==> config.mk <==
export PLATFORM = sky130hd
export DESIGN_NAME = s1488_resp_capture_flat
export DESIGN_NICKNAME = d
export VERILOG_FILES = /design/src/rtl/s1488_resp_capture_if.sv /design/src/rtl/s1488_resp_capture.sv /design/src/flat_wrapper.sv
export SDC_FILE = /design/constraint.sdc
export NUM_CORES = 1
export LEC_CHECK = 0
export ABC_AREA = 1
export CAP_MARGIN = 20
export CELL_PAD_IN_SITES_DETAIL_PLACEMENT = 0
export CELL_PAD_IN_SITES_GLOBAL_PLACEMENT = 1
export CORE_ASPECT_RATIO = 1.5
export CORE_MARGIN = 4
export CORE_UTILIZATION = 52
export CTS_CLUSTER_DIAMETER = 120
export DETAILED_ROUTE_END_ITERATION = 8
export GPL_ROUTABILITY_DRIVEN = 0
export MAX_ROUTING_LAYER = met4
export PLACE_DENSITY_LB_ADDON = 0.1
export SYNTH_ARGS = -nofsm -noshare
export SYNTH_HDL_FRONTEND = slang
export SYNTH_SLANG_ARGS = --single-unit
==> constraint.sdc <==
create_clock -name CK -period 10.53 [get_ports CK]
set_clock_uncertainty 0.15 [all_clocks]
set_input_delay 3.159 -clock CK [delete_from_list [all_inputs] [get_ports CK]]
set_output_delay 3.159 -clock CK [all_outputs]
set_load 0.02 [all_outputs]
==> src/rtl/s1488_resp_capture_if.sv <==
// Response-capture bus: sample input plus the valid/ready drain of captured events.
interface s1488_resp_capture_if #(
  parameter int TS_W = 12
);
  logic             in_en;
  logic [18:0]      d_in;
  logic             out_valid;
  logic             out_ready;
  logic [18:0]      out_data;
  logic [TS_W-1:0]  out_stamp;

  modport master (
    output in_en, d_in, out_ready,
    input  out_valid, out_data, out_stamp
  );

  modport slave (
    input  in_en, d_in, out_ready,
    output out_valid, out_data, out_stamp
  );
endinterface

==> src/rtl/s1488_resp_capture.sv <==
// Captures s1488 output vectors: 19-bit MISR signature plus a FWFT FIFO of
// change events, each tagged with its sample timestamp.
module s1488_resp_capture #(
  parameter int          DEPTH = 8,
  parameter int          TS_W  = 12,
  parameter logic [18:0] POLY  = 19'h00027
) (
  input  logic                     CK,
  input  logic                     CLR,
  s1488_resp_capture_if.slave      bus,
  output logic [$clog2(DEPTH):0]   fifo_count,
  output logic                     overflow,
  output logic [18:0]              sig
);
  localparam int AW = $clog2(DEPTH);
  localparam int CW = AW + 1;

  function automatic logic [18:0] misr_step(input logic [18:0] s, input logic [18:0] d);
    logic [18:0] n;
    n[0] = s[18] ^ d[0];
    for (int i = 1; i < 19; i++) n[i] = s[i-1] ^ d[i] ^ (POLY[i] & s[18]);
    return n;
  endfunction

  logic [18:0]     r_mem_data  [DEPTH];
  logic [TS_W-1:0] r_mem_stamp [DEPTH];
  logic [AW-1:0]   r_rd_ptr, r_wr_ptr;
  logic [CW-1:0]   r_count;
  logic [18:0]     r_prev, r_sig, r_last_data;
  logic [TS_W-1:0] r_stamp, r_last_stamp;
  logic            r_first, r_ovf;

  logic w_full, w_pop, w_event, w_push, w_drop;

  always_comb begin
    w_full  = (r_count == CW'(DEPTH));
    w_pop   = (r_count != '0) && bus.out_ready;
    w_event = bus.in_en && (r_first || (bus.d_in != r_prev));
    w_push  = w_event && (!w_full || w_pop);
    w_drop  = w_event && !w_push;
  end

  // Control state: pointers, occupancy, change detect, timestamp, signature
  always_ff @(posedge CK) begin
    if (CLR) begin
      r_rd_ptr     <= '0;
      r_wr_ptr     <= '0;
      r_count      <= '0;
      r_prev       <= '0;
      r_first      <= 1'b1;
      r_stamp      <= '0;
      r_sig        <= '0;
      r_ovf        <= 1'b0;
      r_last_data  <= '0;
      r_last_stamp <= '0;
    end else begin
      if (bus.in_en) begin
        r_prev  <= bus.d_in;
        r_first <= 1'b0;
        r_stamp <= r_stamp + TS_W'(1);
        r_sig   <= misr_step(r_sig, bus.d_in);
      end
      if (w_push) r_wr_ptr <= r_wr_ptr + AW'(1);
      if (w_pop) begin
        r_rd_ptr     <= r_rd_ptr + AW'(1);
        r_last_data  <= r_mem_data[r_rd_ptr];
        r_last_stamp <= r_mem_stamp[r_rd_ptr];
      end
      case ({w_push, w_pop})
        2'b10:   r_count <= r_count + CW'(1);
        2'b01:   r_count <= r_count - CW'(1);
        default: r_count <= r_count;
      endcase
      if (w_drop) r_ovf <= 1'b1;
    end
  end

  // Storage carries no reset; an empty FIFO shows the last popped entry instead
  always_ff @(posedge CK) begin
    if (!CLR && w_push) begin
      r_mem_data[r_wr_ptr]  <= bus.d_in;
      r_mem_stamp[r_wr_ptr] <= r_stamp;
    end
  end

  always_comb begin
    bus.out_valid = (r_count != '0);
    bus.out_data  = bus.out_valid ? r_mem_data[r_rd_ptr]  : r_last_data;
    bus.out_stamp = bus.out_valid ? r_mem_stamp[r_rd_ptr] : r_last_stamp;
    fifo_count    = r_count;
    overflow      = r_ovf;
    sig           = r_sig;
  end
endmodule
==> src/flat_wrapper.sv <==
// flat-port wrapper written by rule: the top's interface ports become plain ports
module s1488_resp_capture_flat 
#(
  parameter int          DEPTH = 8,
  parameter int          TS_W  = 12,
  parameter logic [18:0] POLY  = 19'h00027
)
  (CK, CLR, fifo_count, overflow, sig, bus_in_en, bus_d_in, bus_out_ready, bus_out_valid, bus_out_data, bus_out_stamp);
  s1488_resp_capture_if #(.TS_W(TS_W)) bus_i ();
  input  logic CK;
  input  logic CLR;
  output logic [$clog2(DEPTH):0] fifo_count;
  output logic overflow;
  output logic [18:0] sig;
  input wire logic [$bits(bus_i.in_en)-1:0] bus_in_en;
  input wire logic [$bits(bus_i.d_in)-1:0] bus_d_in;
  input wire logic [$bits(bus_i.out_ready)-1:0] bus_out_ready;
  output wire logic [$bits(bus_i.out_valid)-1:0] bus_out_valid;
  output wire logic [$bits(bus_i.out_data)-1:0] bus_out_data;
  output wire logic [$bits(bus_i.out_stamp)-1:0] bus_out_stamp;
  assign bus_i.in_en = bus_in_en;
  assign bus_i.d_in = bus_d_in;
  assign bus_i.out_ready = bus_out_ready;
  assign bus_out_valid = bus_i.out_valid;
  assign bus_out_data = bus_i.out_data;
  assign bus_out_stamp = bus_i.out_stamp;
  s1488_resp_capture #(.DEPTH(DEPTH), .TS_W(TS_W), .POLY(POLY)) u_core (.CK(CK), .CLR(CLR), .bus(bus_i), .fifo_count(fifo_count), .overflow(overflow), .sig(sig));
endmodule
[Yosys cells after proc, flatten, opt, wreduce, memory -nomap -nowiden]
Memories as Yosys holds them, arrays and structs flattened. A register that Yosys moved wholly into a read port is not among the register bits.
Cells that the tools add are included.
Operators by class
  $lt $le $gt $ge: 0
  reduce and logical (&&, ||, !) cells: 12
  muxes and demuxes: 9
  $add $sub $neg: 5
  divide/modulo/power cells: 0
  bitwise gates (word level): 22
  multipliers: 0
  shift-type cells: 0
  equality and inequality tests: 4
Operator list (number)
  $xor A1 B1 Y1: 22
  $mux W19: 1
  $ne A19 B19 Y1: 1
  $add A12 B1 Y12 const B: 1
  $mux W12: 1
  $mux W3: 4
  $pmux W4 S2: 1
  $add A3 B1 Y3 const B: 2
  $logic_and A1 B1 Y1: 5
  $add A4 B1 Y4 const B: 1
  $eq A4 B4 Y1 const B: 1
  $reduce_bool A4 Y1: 1
  $sub A4 B1 Y4 const B: 1
  $logic_not A1 Y1: 3
  $eq A2 B1 Y1 const B: 1
  $eq A2 B2 Y1 const B: 1
  $logic_or A1 B1 Y1: 2
  $mux W1: 2
  $reduce_bool A2 Y1: 1
Word-level totals
  memories kept: 2
  bits of input ports: 23
  output and inout port bits: 56
  bits in read-only memories: 0
  latch bits: 0
  memory bits (writable): 248
  logic and storage cells: 64
  register bits after elaboration: 93
Memories
  u_core.r_mem_data: depth 8, bits a word 19, rd ports 1, clocked after Yosys merged registers in 1, wr ports 1, line s1488_resp_capture.sv:25  | logic [18:0] r_mem_data [DEPTH];
  u_core.r_mem_stamp: depth 8, bits a word 12, rd ports 1, clocked after Yosys merged registers in 1, wr ports 1, line s1488_resp_capture.sv:26  | logic [TS_W-1:0] r_mem_stamp [DEPTH];

[Logic depth before layout (Yosys ltp)]
  word-level depth: 7
  mapped depth: 19
  gate-level depth less buffers: 19

[Least setup slack after synthesis]
No wires, ideal clock.
  path kind: input to register
  from: in bus_d_in[3]
  to: mem u_core.r_mem_data[6][0], enable pin
  library setup time: 0.458 ns
  stages: 11
  required time: 9.922 ns
  path buffers: 0
  arrival: 5.968 ns
  slack: 3.954 ns
  cells stage by stage: inv_1 > nand2_1 > nand2_1 > nor2_1 > nand2_1 > nor2_2 > nand3_4 > nand3_2 > inv_2 > nand2_1 > nor3_1
Between the ends
  cells in the longest elaborated chain, start to end: 7
Ends and longest elaborated chain
  start, declared: line flat_wrapper.sv:16  | input wire logic [$bits(bus_i.d_in)-1:0] bus_d_in;
  $ne A19 B19 Y1: line s1488_resp_capture.sv:38  | w_event = bus.in_en && (r_first || (bus.d_in != r_prev));
  $logic_or A1 B1 Y1: line s1488_resp_capture.sv:38
  $logic_and A1 B1 Y1: line s1488_resp_capture.sv:38
  $logic_and A1 B1 Y1: line s1488_resp_capture.sv:39  | w_push = w_event && (!w_full || w_pop);
  $logic_and A1 B1 Y1: line s1488_resp_capture.sv:80  | if (!CLR && w_push) begin
  $mux W1: line s1488_resp_capture.sv:80
  $mux W1 (implied by the code): line s1488_resp_capture.sv:81  | r_mem_data[r_wr_ptr] <= bus.d_in;
  end, declared: line s1488_resp_capture.sv:25
No other way between the ends.

==> results.yml <==
outcome:
  run_status: "completed"
power_and_ir_drop:
  vdd_ir_drop_max_uv: 206.3
  power_density_mw_per_mm2: 224.0
  p_leak_nw: 5.629
cts:
  worstSkewPairLatency_ns: 0.51
  clkSinkCount: 344
  cts-resized-gates: 0
  htree_levels: 2
  cts_buffers: 34
  cts.reportedPaths.clkPinSlew_ns: 0.06
  clk_path_buf_depth: 3
  post_cts_buffers: 0
  ctsHoldBuffers: 0
  cts_tree: "yes"
  clockRootBuffer: "clkbuf_16"
critical_path:
  startpoint_type: "flop"
  arrival_ns: 3.68
  crit_type: "reg -> out"
  critPathCaptureType: "output pin"
  required_ns: 7.22
  cp_max_fo: 65
yosys:
  syn_inst: 1232
  yosys_warnings: 0
  synth.cell_area_mm2: 0.01395
  synth_ff_type: "edfxtp_1"
  yosysSeqAreaShare: 0.6718
  synth_cell_types: 35
  synth_nets: 1261
  synth_edf_count: 248
  avgSynthCellArea_um2: 11.32
  ys_ff_latch: 344
  async_flop_share: 0
timing:
  layout_min_cycle_time_ns: 6.992
  rsz0062_at_grt: "false"
  setup_viol: 0
  slew_headroom: 0.3068
  finalSetupTns_ns: 0
  worst_slew_pin_slew_ns: 1.040
  hold_viol: 0
  max_freq_ghz: 0.1430
  finalMaxSlewViolations: 0
  finalCritPeriodShare: 0.6640
global_routing:
  grt_pass1_wl_mm: 48.78
  grt_antenna_before_repair: 0
  grt_pass1_vias: 9128
  grt_max_degree: 107
  gr-total-overflow: 0
  grt_use_total: 0.2158
detailed_routing:
  routedWlPerCell_um: 18.71
  postRouteAntennaNets: 0
  drcViolationCount: 0
  drt-total-wl_mm: 30.89
  first_iter_violations: 610
  vias: 9250
  viasPerCell: 5.603
  firstDrtPassIters: 5
floorplan:
  num_rows: 73
  core_area_mm2: 0.02649
  dieArea_mm2: 0.02956
  die-height_um: 208.6
  ios: 79
  die_w_um: 141.7
  start_util: 0.5265
worst_hold_path:
  hold_class: "reg -> reg"
finish:
  fin_nets: 1317
  diodes: 0
  area_growth_pct: 15.29
  drive_gt1_frac: 0.07991
  mostFrequentLayoutCells: "edfxtp_1, nor2_1, o21ai_0"
  final_cell_area_mm2: 0.01608
  layout_commonest_cell: "edfxtp_1"
  final_cells: 1651
place:
  dp_cells: 1585
  dp_hpwl_mm: 17.20
  place_area_mm2: 0.01493
  portBuffers: 78
flow_run:
  maxCapViolCount: 0
worst max-delay path: stages (launching register included):
cell             delay (ns)
dfxtp_4                0.53
inv_2                  0.53
buf_4                  0.69
nor2_1                 0.08
o32ai_1                0.35
o21ai_1                0.15
o21ai_1                0.15
clkdlybuf4s50_1        0.61
cells by family after synthesis:
kind of cell / count (synthesis) / share of synthesized area
xor+xnor: 24 / 0.01507
fa+ha+maj: 6 / 0.005921
compound gates: 339 / 0.1392
simple gates: 337 / 0.09797
buf+inv: 151 / 0.04782
flops: 344 / 0.6718
mux: 31 / 0.02225
routing by layer:
metal / global-route usage / wire [um] / up-vias
li1: - / - / 4495
met1: 0.2569 / 12580 / 4513
met2: 0.3880 / 16610 / 198
met3: 0.02747 / 1152 / 44
met4: 0.05199 / 549 / 0
met5: - / 0 / -
metrics by stage:
stage                     total power [W]  worst slack [ns]  hold WS [ns]    util
after floorplan                  0.002169             3.954        0.2834       -
after global placement           0.002486             3.981        0.2859  0.5635
after detailed placement         0.002496             3.929        0.2954  0.5635
after CTS                        0.003645             3.459        0.3044  0.6034
after global routing             0.003780             3.285        0.3176  0.6070
final                            0.003601             3.538        0.3070  0.6070
worst paths after layout:
check	from	cells past startpoint	slack (ns)	end
worst min register to register	u_core.r_rd_ptr[2]	2	0.31	flop
worst max-delay path	flop	7	3.54	bus_out_data[16]
worst max register to register	u_core.fifo_count[1]	17	7.39	u_core.fifo_count[3]
worst min-delay path	u_core.r_rd_ptr[2]	2	0.31	flop
final cells by class:
type / instances / area [um^2]
fill: 2179 / 10410
sequential: 344 / 9378
multi-input combinational: 737 / 3960
clock buffer: 52 / 1002
timing repair buffer: 97 / 983.4
tap: 337 / 421.7
inverter: 74 / 277.8
clock inverter: 10 / 55.05
cell usage after synthesis (31+ instances only):
| master | count | area share |
|---|---|---|
| mux2i_1 | 31 | 0.022 |
| inv_1 | 58 | 0.016 |
| nand2_1 | 106 | 0.029 |
| o21ai_1 | 64 | 0.023 |
| o21ai_0 | 145 | 0.052 |
| dfxtp_1 | 96 | 0.14 |
| o221ai_1 | 31 | 0.019 |
| edfxtp_1 | 248 | 0.53 |
| o32ai_1 | 31 | 0.019 |
| nor2_1 | 200 | 0.054 |
| clkbuf_1 | 46 | 0.012 |
| a21oi_1 | 62 | 0.022 |
state kept, by name, indices dropped and copies added, names as in the netlist, 4 cells and up, named ones only:
name                 flops
u_core.r_mem_stamp      96
u_core.sig              19
u_core.r_prev           19
u_core.r_last_stamp     12
u_core.r_mem_data      152
u_core.r_stamp          12
u_core.r_last_data      19
u_core.fifo_count        4
where the power goes:
part / total (W) / internal, W / switching [W] / leakage, nW
clock network: 0.00115 / 0.000660 / 0.000486 / 0.512
logic: 0.000865 / 0.000331 / 0.000535 / 2.03
registers: 0.00159 / 0.00152 / 0.0000660 / 3.09
total: 0.00360 / 0.00251 / 0.00109 / 5.63
No activity file was read; power rests on OpenSTA's default activity.
